$ cat src/rtl/pipelined_mac_stream_if.sv
// Ready/valid stream bundle for pipelined_mac_stream: operand beat in, result beat out.
// master drives operands and out_ready; slave is the MAC engine.
interface pipelined_mac_stream_if #(
    parameter int A_W   = 8,
    parameter int B_W   = 8,
    parameter int C_W   = 16,
    parameter int OUT_W = 16
);
    logic [A_W-1:0]   in_a;
    logic [B_W-1:0]   in_b;
    logic [C_W-1:0]   in_c;
    logic             in_acc;
    logic             in_valid;
    logic             in_ready;
    logic [OUT_W-1:0] out_data;
    logic             out_sat;
    logic             out_valid;
    logic             out_ready;

    modport master (
        output in_a, in_b, in_c, in_acc, in_valid, out_ready,
        input  in_ready, out_data, out_sat, out_valid
    );

    modport slave (
        input  in_a, in_b, in_c, in_acc, in_valid, out_ready,
        output in_ready, out_data, out_sat, out_valid
    );
endinterface

$ cat src/rtl/pipelined_mac_stream.sv
// 3-stage pipelined multiply-accumulate (a*b+c or a*b+acc) with ready/valid on both sides.
// Optional macro MAC_SAT_EN clamps the sum to the OUT_W range instead of wrapping.
module pipelined_mac_stream #(
    parameter int A_W    = 8,
    parameter int B_W    = 8,
    parameter int C_W    = 16,
    parameter int OUT_W  = 16,
    parameter int SIGNED = 0
) (
    input logic                   clk,
    input logic                   reset,
    pipelined_mac_stream_if.slave bus
);
    localparam int P_W = A_W + B_W;
    localparam bit IS_SIGNED = (SIGNED != 32'sd0);

    generate
        if ((OUT_W < P_W) || (OUT_W < C_W)) begin : g_bad_width
            $error("pipelined_mac_stream: OUT_W must be >= A_W+B_W and >= C_W");
        end
    endgenerate

    logic             en_s;
    logic             s1_v_r, s1_acc_r;
    logic [A_W-1:0]   s1_a_r;
    logic [B_W-1:0]   s1_b_r;
    logic [C_W-1:0]   s1_c_r;
    logic             s2_v_r, s2_acc_r;
    logic [P_W-1:0]   s2_prod_r;
    logic [C_W-1:0]   s2_c_r;
    logic [OUT_W-1:0] acc_r, data_r;
    logic             valid_r;
    logic [P_W-1:0]   a_ext_s, b_ext_s, prod_s;
    logic [OUT_W:0]   p_ext_s, add_ext_s, sum_s;
    logic [OUT_W-1:0] res_s;

    // The whole pipeline advances together whenever the output slot can be vacated.
    assign en_s         = !valid_r || bus.out_ready;
    assign bus.in_ready = en_s;
    assign bus.out_data = data_r;
    assign bus.out_valid = valid_r;

    // Product at full width: operands extended to P_W so the low P_W bits are exact.
    always_comb begin
        a_ext_s = {{B_W{IS_SIGNED & s1_a_r[A_W-1]}}, s1_a_r};
        b_ext_s = {{A_W{IS_SIGNED & s1_b_r[B_W-1]}}, s1_b_r};
        prod_s  = a_ext_s * b_ext_s;
    end

    // Addend selection and one-bit-wider sum so overflow is visible in the top bit.
    always_comb begin
        p_ext_s = {{(OUT_W+1-P_W){IS_SIGNED & s2_prod_r[P_W-1]}}, s2_prod_r};
        if (s2_acc_r) begin
            add_ext_s = {IS_SIGNED & acc_r[OUT_W-1], acc_r};
        end else begin
            add_ext_s = {{(OUT_W+1-C_W){IS_SIGNED & s2_c_r[C_W-1]}}, s2_c_r};
        end
        sum_s = p_ext_s + add_ext_s;
    end

`ifdef MAC_SAT_EN
    logic sat_s, sat_r;

    // Clamp: unsigned overflows only upward; signed overflows when the two top bits differ.
    always_comb begin
        sat_s = 1'b0;
        res_s = sum_s[OUT_W-1:0];
        if (IS_SIGNED) begin
            if (sum_s[OUT_W] != sum_s[OUT_W-1]) begin
                sat_s = 1'b1;
                res_s = sum_s[OUT_W] ? {1'b1, {(OUT_W-1){1'b0}}} : {1'b0, {(OUT_W-1){1'b1}}};
            end else begin
                res_s = sum_s[OUT_W-1:0];
            end
        end else begin
            if (sum_s[OUT_W]) begin
                sat_s = 1'b1;
                res_s = {OUT_W{1'b1}};
            end else begin
                res_s = sum_s[OUT_W-1:0];
            end
        end
    end

    // Saturation flag travels with out_data.
    always_ff @(posedge clk or posedge reset) begin
        if (reset) begin
            sat_r <= 1'b0;
        end else if (en_s) begin
            sat_r <= sat_s;
        end
    end

    assign bus.out_sat = sat_r;
`else
    // Plain modulo-2^OUT_W wrap.
    always_comb begin
        res_s = sum_s[OUT_W-1:0];
    end

    assign bus.out_sat = 1'b0;
`endif

    // Pipeline registers; every stage holds while stalled so no beat is lost or repeated.
    always_ff @(posedge clk or posedge reset) begin
        if (reset) begin
            s1_v_r    <= 1'b0;
            s1_acc_r  <= 1'b0;
            s1_a_r    <= {A_W{1'b0}};
            s1_b_r    <= {B_W{1'b0}};
            s1_c_r    <= {C_W{1'b0}};
            s2_v_r    <= 1'b0;
            s2_acc_r  <= 1'b0;
            s2_prod_r <= {P_W{1'b0}};
            s2_c_r    <= {C_W{1'b0}};
            acc_r     <= {OUT_W{1'b0}};
            data_r    <= {OUT_W{1'b0}};
            valid_r   <= 1'b0;
        end else if (en_s) begin
            s1_v_r    <= bus.in_valid;
            s1_acc_r  <= bus.in_acc;
            s1_a_r    <= bus.in_a;
            s1_b_r    <= bus.in_b;
            s1_c_r    <= bus.in_c;
            s2_v_r    <= s1_v_r;
            s2_acc_r  <= s1_acc_r;
            s2_prod_r <= prod_s;
            s2_c_r    <= s1_c_r;
            data_r    <= res_s;
            valid_r   <= s2_v_r;
            // Bubbles leave the accumulator untouched.
            if (s2_v_r) begin
                acc_r <= res_s;
            end
        end
    end
endmodule

$ cat src/flat_wrapper.sv
// flat-port wrapper written by rule: the top's interface ports become plain ports
module pipelined_mac_stream_flat 
#(
    parameter int A_W    = 8,
    parameter int B_W    = 8,
    parameter int C_W    = 16,
    parameter int OUT_W  = 16,
    parameter int SIGNED = 0
)
  (clk, reset, bus_in_a, bus_in_b, bus_in_c, bus_in_acc, bus_in_valid, bus_out_ready, bus_in_ready, bus_out_data, bus_out_sat, bus_out_valid);
  pipelined_mac_stream_if #(.A_W(A_W), .B_W(B_W), .C_W(C_W), .OUT_W(OUT_W)) bus_i ();
  input logic clk;
  input logic reset;
  input wire logic [$bits(bus_i.in_a)-1:0] bus_in_a;
  input wire logic [$bits(bus_i.in_b)-1:0] bus_in_b;
  input wire logic [$bits(bus_i.in_c)-1:0] bus_in_c;
  input wire logic [$bits(bus_i.in_acc)-1:0] bus_in_acc;
  input wire logic [$bits(bus_i.in_valid)-1:0] bus_in_valid;
  input wire logic [$bits(bus_i.out_ready)-1:0] bus_out_ready;
  output wire logic [$bits(bus_i.in_ready)-1:0] bus_in_ready;
  output wire logic [$bits(bus_i.out_data)-1:0] bus_out_data;
  output wire logic [$bits(bus_i.out_sat)-1:0] bus_out_sat;
  output wire logic [$bits(bus_i.out_valid)-1:0] bus_out_valid;
  assign bus_i.in_a = bus_in_a;
  assign bus_i.in_b = bus_in_b;
  assign bus_i.in_c = bus_in_c;
  assign bus_i.in_acc = bus_in_acc;
  assign bus_i.in_valid = bus_in_valid;
  assign bus_i.out_ready = bus_out_ready;
  assign bus_in_ready = bus_i.in_ready;
  assign bus_out_data = bus_i.out_data;
  assign bus_out_sat = bus_i.out_sat;
  assign bus_out_valid = bus_i.out_valid;
  pipelined_mac_stream #(.A_W(A_W), .B_W(B_W), .C_W(C_W), .OUT_W(OUT_W), .SIGNED(SIGNED)) u_core (.clk(clk), .reset(reset), .bus(bus_i));
endmodule
$ cat config.mk
export PLATFORM = sky130hd
export DESIGN_NAME = pipelined_mac_stream_flat
export DESIGN_NICKNAME = d
export VERILOG_FILES = /design/src/rtl/pipelined_mac_stream_if.sv /design/src/rtl/pipelined_mac_stream.sv /design/src/flat_wrapper.sv
export SDC_FILE = /design/constraint.sdc
export NUM_CORES = 1
export LEC_CHECK = 0
export ABC_CLOCK_PERIOD_IN_PS = 5300
export CORE_MARGIN = 2
export CORE_UTILIZATION = 45
export CTS_CLUSTER_DIAMETER = 80
export CTS_CLUSTER_SIZE = 40
export DETAILED_ROUTE_END_ITERATION = 16
export MAX_ROUTING_LAYER = met4
export PLACE_DENSITY = 0.63
export SYNTH_ARGS = -nofsm -noshare
export SYNTH_HDL_FRONTEND = slang
export SYNTH_SLANG_ARGS = --single-unit
$ cat constraint.sdc
create_clock -name clk -period 5.3 [get_ports clk]
set_input_delay 0.795 -clock clk [delete_from_list [all_inputs] [get_ports clk]]
set_output_delay 0.795 -clock clk [all_outputs]
set_load 0.03 [all_outputs]
==> results of run 1 <==
sequential cells by signal (all words and copies together) (netlist names):
name,count
u_core.bus.out_valid,1
u_core.s1_a_r,8
u_core.s2_c_r,16
u_core.s1_v_r,1
u_core.s2_prod_r,16
u_core.s1_acc_r,1
u_core.s1_b_r,8
u_core.bus.out_data,16
u_core.s2_v_r,1
u_core.s1_c_r,16
u_core.acc_r,16
u_core.s2_acc_r,1
worst paths after layout:
check / from / to / slack, ns / cells past startpoint
hold reg to reg: u_core.s2_c_r[5]$_DFFE_PP0N_ / u_core.s2_c_r[5]$_DFFE_PP0N_ / 0.46 / 2
setup reg to reg: u_core.s1_a_r[6]$_DFFE_PP0N_ / u_core.s2_prod_r[12]$_DFFE_PP0N_ / 0.95 / 13
setup / recovery: u_core.s1_a_r[6]$_DFFE_PP0N_ / u_core.s2_prod_r[12]$_DFFE_PP0N_ / 0.95 / 13
max in group asynchronous: reset / u_core.s1_c_r[5]$_DFFE_PP0N_ / 3.35 / 3
hold / removal: u_core.s2_c_r[5]$_DFFE_PP0N_ / u_core.s2_c_r[5]$_DFFE_PP0N_ / 0.46 / 2
min in group asynchronous: reset / u_core.s1_c_r[0]$_DFFE_PP0N_ / 0.95 / 2
routing by layer:
layer	up-vias	part of all wire, %	wire [um]
li1	2462	-	-
met1	2419	48	7266
met4	0	1.9	291
met3	27	2.3	347
met2	72	48	7262
met5	-	0	0
kinds of logic after synthesis:
| logic type | Yosys count | share of synthesized area, % |
|---|---|---|
| AO/OA/AOI/OAI | 95 | 9.558 |
| XOR/XNOR | 19 | 2.459 |
| adder cells (fa/ha/maj) | 88 | 20.37 |
| buffers and inverters | 87 | 5.103 |
| flip-flops | 101 | 37.35 |
| multiplexers | 30 | 4.936 |
| other | 1 | 0.05541 |
| AND/OR/NAND/NOR | 315 | 20.17 |
worst max-delay path, cell delays in order, from the launching register on:
cell       delay (ns)
dfrtp_1          0.50
and2_1           0.23
fa_1             0.52
fa_1             0.51
fa_1             0.50
inv_1            0.05
fa_1             0.48
inv_1            0.04
ha_1             0.21
or2_2            0.32
o2bb2ai_2        0.19
o21ai_0          0.15
or4b_1           0.49
nand3_1          0.09
placed cells by master, fill, tap and decap left out, drive strengths merged, types with 6 or more instances in the layout:
master / count
a211oi: 9
a21o: 6
a21oi: 23
and2: 50
clkbuf: 11
clkdlybuf4s50: 54
dfrtp: 101
fa: 37
ha: 51
inv: 61
mux2: 27
nand2: 221
nand3: 6
nor2: 19
o21ai: 28
xnor2: 12
xor2: 7
layout make-up:
type                            count  area [um2]  share of cell area [%]
Clock inverter                      5       33.78                  0.4363
Multi-Input combinational cell    548        3902                   50.40
Tap cell                          184       230.2                   2.973
Inverter                           60       227.7                   2.941
Timing Repair Buffer               59       578.1                   7.466
Clock buffer                       11       242.7                   3.135
Sequential cell                   101        2527                   32.64
metrics by stage:
| step | hold WS (ns) | setup slack, ns | utilization [%] | cell area (um2) | cells |
|---|---|---|---|---|---|
| after floorplan | 0.4348 | 1.223 | - | 6768 | 736 |
| after global placement | 0.4468 | 1.046 | 51.18 | 7466 | 952 |
| after detailed placement | 0.4531 | 0.9446 | 51.18 | 7466 | 952 |
| after CTS | 0.4692 | 0.9236 | 53.07 | 7742 | 968 |
| after global routing | 0.4861 | 0.7293 | 53.07 | 7742 | 968 |
| final | 0.4650 | 0.9507 | 53.07 | 7742 | 968 |
cell usage after synthesis, drive strengths merged:
cell type,count
ha,51
inv,60
xnor2,12
o21ba,1
nand2,221
buf,8
xor2,7
clkbuf,19
a41oi,1
and2,50
and3,2
nor2,19
o221ai,1
o311ai,1
a311o,1
o2bb2ai,1
fa,37
a21o,6
nand4b,1
a211o,2
a211oi,9
or4b,1
mux2,27
o32ai,1
a221oi,2
a21boi,2
o21a,5
nand3,6
nor3b,1
mux2i,3
o21ai,28
a31o,1
dfrtp,101
o21bai,3
o211ai,1
nor3,5
nor2b,5
o31a,1
nand2b,3
or2,1
conb,1
a31oi,2
a21oi,23
o31ai,3
==> reports/qor.txt, run 1 <==
Synth Net Count -> 861
minimum period implied by the final worst setup slack -> 4.349 ns
crit path DAT -> 4.64 ns
maxcap violations -> 0
antenna violations before repair -> 0
nets -> 904
DRC viols -> 0
routed len/inst -> 15.67 um
Crit. End Element -> flip-flop
cells after synthesis -> 736
CTS clk-pin slew, worst paths -> 0.07 ns
post-synth cell types -> 55
Slew HR -> 40.47%
Root Driver -> clkbuf_16
synthesized area -> 0.006768 mm2
register bit total from synthesis -> 101
IO Pins -> 56
top cells by area, synth -> dfrtp_1 (37%), nand2_1 (12%), fa_1 (11%)
antenna fix cells -> 0
H-tree lvl count -> 3
Final Skew -> 0.007540 ns
initial DRC count -> 287
Seq/Total Area, Yosys -> 37.35%
Clk Latency, worst-skew pair -> 0.35 ns
TritonCTS buffer count -> 9
area leader, netlist -> dfrtp_1
gr busiest metal -> met2
post-cts repair resize count -> 0
global-route wire length before repair -> 26120 um
GRT Util Overall -> 21.17%
HP Class -> reg2reg
Avg Inst Size Synth -> 9.195 um2
Vias -> 4980
die area -> 0.01604 mm2
worst slew pin tran -> 0.8929 ns
Worst Path Required -> 5.59 ns
Final Slew Violations -> 0
clk sink count -> 101
Post-CTS Hold Buffers -> 0
Max Fclk -> 229.9 MHz
crit start category -> flip-flop
total grt overflow -> 0
largest net degree at the start of global routing -> 85
row count -> 44
final wirelength -> 15170 um
CTS tree -> yes
TritonRoute pass-1 iters -> 4
RSZ-0062 raised after global routing -> no
Setup violations, final -> 0
Die Height -> 126.6 um
met2 Use GR -> 34.48%
Initial Util -> 46.39%
setup_tns -> 0 ns
post-synth top area share -> 37.35%
post-CTS setup buffers -> 0
Synth Warn # -> 0
Final GP Congestion -> 0.8535
ANT nets after route -> 0
vias in the first global route -> 5229
Crit Path Category -> reg2reg
deepest clock path buffer count -> 2
area delta synth->final -> 14.40%
FILL cells -> 1350
status -> finished, final reports clean
met1 GRT Util -> 28.01%
via/cell ratio -> 5.145
CP Max Fanout -> 9
Tcrit/Tclk final -> 82.06%
share of cells above drive strength 1 -> 7.781%
GRT met3 Usage -> 2.657%
post-DP HPWL -> 11220 um
Die Wd -> 126.6 um
IO Port Bufs -> 54
final hold vios -> 0
Core ar. -> 0.01459 mm2
Power of run 1 is left out: the tool's default activity adds up to more than one toggle a clock period on the data nets, which glitch-free logic cannot reach.
==> run 2, diff against run 1 <==
ABC_CLOCK_PERIOD_IN_PS = 4100   (was 5300)
clock period = 4.1 ns   (was 5.3 ns; I/O delays follow)
==> reports/qor.txt, run 2 (same netlist as run 1, synthesis figures left out) <==
status -> finished, final reports clean
maxcap violations -> 0 (unchanged)
CTS clk-pin slew, worst paths -> 0.08 ns (about the same)
routed len/inst -> 15.36 um (-2.0%)
crit start category -> flip-flop
Hold EP -> u_core.bus.out_data[3]$_DFFE_PP0N_
final hold vios -> 0 (unchanged)
area delta synth->final -> 22.72%
Vias -> 5182 (+4.1%)
largest net degree at the start of global routing -> 85 (unchanged)
commonest non-fill, non-tap cell in the layout -> nand2_1
crit path DAT -> 4.34 ns (-0.30 ns)
post-DP HPWL -> 11210 um (about the same)
Clk Latency, worst-skew pair -> 0.35 ns (about the same)
CTS tree -> yes
FILL cells -> 1278 (-5.3%)
Final Skew -> 0.008786 ns (+0.001246 ns)
initial DRC count -> 200 (-30%)
global-route wire length before repair -> 25940 um (-0.66%)
Slew HR -> 40.95% (+0.48 points)
Final GP Congestion -> 0.8805 (+3.2%)
total grt overflow -> 0 (unchanged)
final wirelength -> 15410 um (+1.6%)
TritonCTS buffer count -> 9 (unchanged)
TritonRoute pass-1 iters -> 4 (unchanged)
antenna violations before repair -> 0 (unchanged)
capturing point of the worst reg2reg path -> u_core.s2_prod_r[12]$_DFFE_PP0N_
deepest clock path buffer count -> 2 (unchanged)
Final Slew Violations -> 0 (unchanged)
via/cell ratio -> 5.167 (+0.43%)
nets -> 939 (+3.9%)
clk sink count -> 101 (unchanged)
DRC viols -> 0 (unchanged)
Hold Path Depth -> 2 (unchanged)
final non-filler cell area -> 0.008305 mm2 (+7.3%)
Die Wd -> 126.6 um (unchanged)
IO Pins -> 56 (unchanged)
row count -> 44 (unchanged)
IO Port Bufs -> 54 (unchanged)
minimum period implied by the final worst setup slack -> 4.049 ns (-0.3007 ns)
Crit Path Category -> reg2reg
placed inst area -> 0.007681 mm2 (+2.9%)
Root Driver -> clkbuf_16
HP Class -> reg2reg
Die Height -> 126.6 um (unchanged)
R2R setup slack -> 0.05 ns (-0.90 ns)
ANT nets after route -> 0 (unchanged)
worst slew pin tran -> 0.8857 ns (-0.007249 ns)
antenna fix cells -> 0 (unchanged)
Initial Util -> 46.39% (unchanged)
CP Max Fanout -> 6 (-3)
vias in the first global route -> 5405 (+3.4%)
RSZ-0062 raised after global routing -> yes
Core ar. -> 0.01459 mm2 (unchanged)
GRT Util Overall -> 20.73% (-0.44 points)
H-tree lvl count -> 3 (unchanged)
Worst R2R Start -> u_core.s1_a_r[3]$_DFFE_PP0N_
Max Fclk -> 247.0 MHz (+7.4%)
Tcrit/Tclk final -> 98.75% (+17 points)
most frequent cells in the layout -> nand2_1 (216), dfrtp_1 (91), inv_1 (54), clkdlybuf4s50_1 (54)
share of cells above drive strength 1 -> 17.95% (+10 points)
die area -> 0.01604 mm2 (unchanged)
Worst Path Required -> 4.39 ns (-1.20 ns)
Setup violations, final -> 0 (unchanged)
Crit. End Element -> flip-flop
worst hold start -> u_core.bus.out_data[3]$_DFFE_PP0N_
Post-CTS Hold Buffers -> 0 (unchanged)
cell count of the worst reg-to-reg path -> 13 (unchanged)
run 2: final cells by class:
type                       count  area [um2]  share of cell area [%]
multi-input combinational    548        4118                   49.58
sequential                   101        2540                   30.58
timing repair buffer          94       864.6                   10.41
tap                          184       230.2                   2.772
inverter                      60       227.7                   2.742
clock buffer                   9       225.2                   2.712
clock inverter                 7       100.1                   1.205
run 2: worst max-delay path, cell delays in order (launching register included):
cell and delay (ns):
dfrtp_2 0.46, and2_4 0.18, fa_1 0.57, fa_1 0.46, fa_1 0.53, inv_2 0.04
fa_1 0.47, inv_1 0.04, ha_2 0.17, or2_4 0.25, o2bb2ai_4 0.17, o21ai_2 0.09
or4b_1 0.47, nand3_1 0.08
run 2: repair_timing:
action                                  4_1_cts  5_1_grt
gates resized for setup                      20       45
endpoints found under the setup margin        4        7
pin swaps                                     6       32
buffers inserted                              3        5
run 2: routing by layer:
metal / GRT usage (%) / share of wire [%] / vias up
met2: 34.89 / 50 / 83
met4: 5.495 / 2.0 / 0
met3: 3.754 / 3.3 / 23
li1: - / - / 2544
met5: - / 0 / -
met1: 25.89 / 45 / 2532
run 2: worst max-delay path by stage:
stage	from	end	slack, ns	depth (start not counted)
after floorplan	u_core.s1_a_r[5]$_DFFE_PP0N_	u_core.s2_prod_r[12]$_DFFE_PP0N_	0.02	15
after global placement	u_core.s1_a_r[4]$_DFFE_PP0N_	u_core.s2_prod_r[15]$_DFFE_PP0N_	-0.06	15
after detailed placement	u_core.s1_a_r[3]$_DFFE_PP0N_	u_core.s2_prod_r[12]$_DFFE_PP0N_	-0.10	13
after CTS	u_core.s1_b_r[2]$_DFFE_PP0N_	u_core.s2_prod_r[13]$_DFFE_PP0N_	-0.01	14
after global routing	u_core.s1_b_r[4]$_DFFE_PP0N_	u_core.s2_prod_r[13]$_DFFE_PP0N_	-0.1	14
final	u_core.s1_a_r[3]$_DFFE_PP0N_	u_core.s2_prod_r[12]$_DFFE_PP0N_	0.05	13
run 2: per-stage QoR:
step                util, %  setup slack (ns)  hold WS [ns]  setup TNS [ns]  cells
floorplan                 -           0.02349        0.4348               0    736
global placement      52.65          -0.06046        0.4479         -0.1301    979
detailed placement    52.65           -0.1022        0.4551         -0.2450    979
CTS                   55.45          -0.01496        0.4714        -0.04254    998
global route          56.93          -0.09946        0.4910         -0.3164   1003
finish                56.93           0.05141        0.4687               0   1003
Power of run 2 is left out for the same reason.
==> run 3, diff against run 2 <==
CTS_BUF_LIST = sky130_fd_sc_hd__clkbuf_16   (was default)
==> results of run 3 <==
Final layout, timing and power as in run 2 (identical DEF).
Power of run 3 is left out for the same reason.
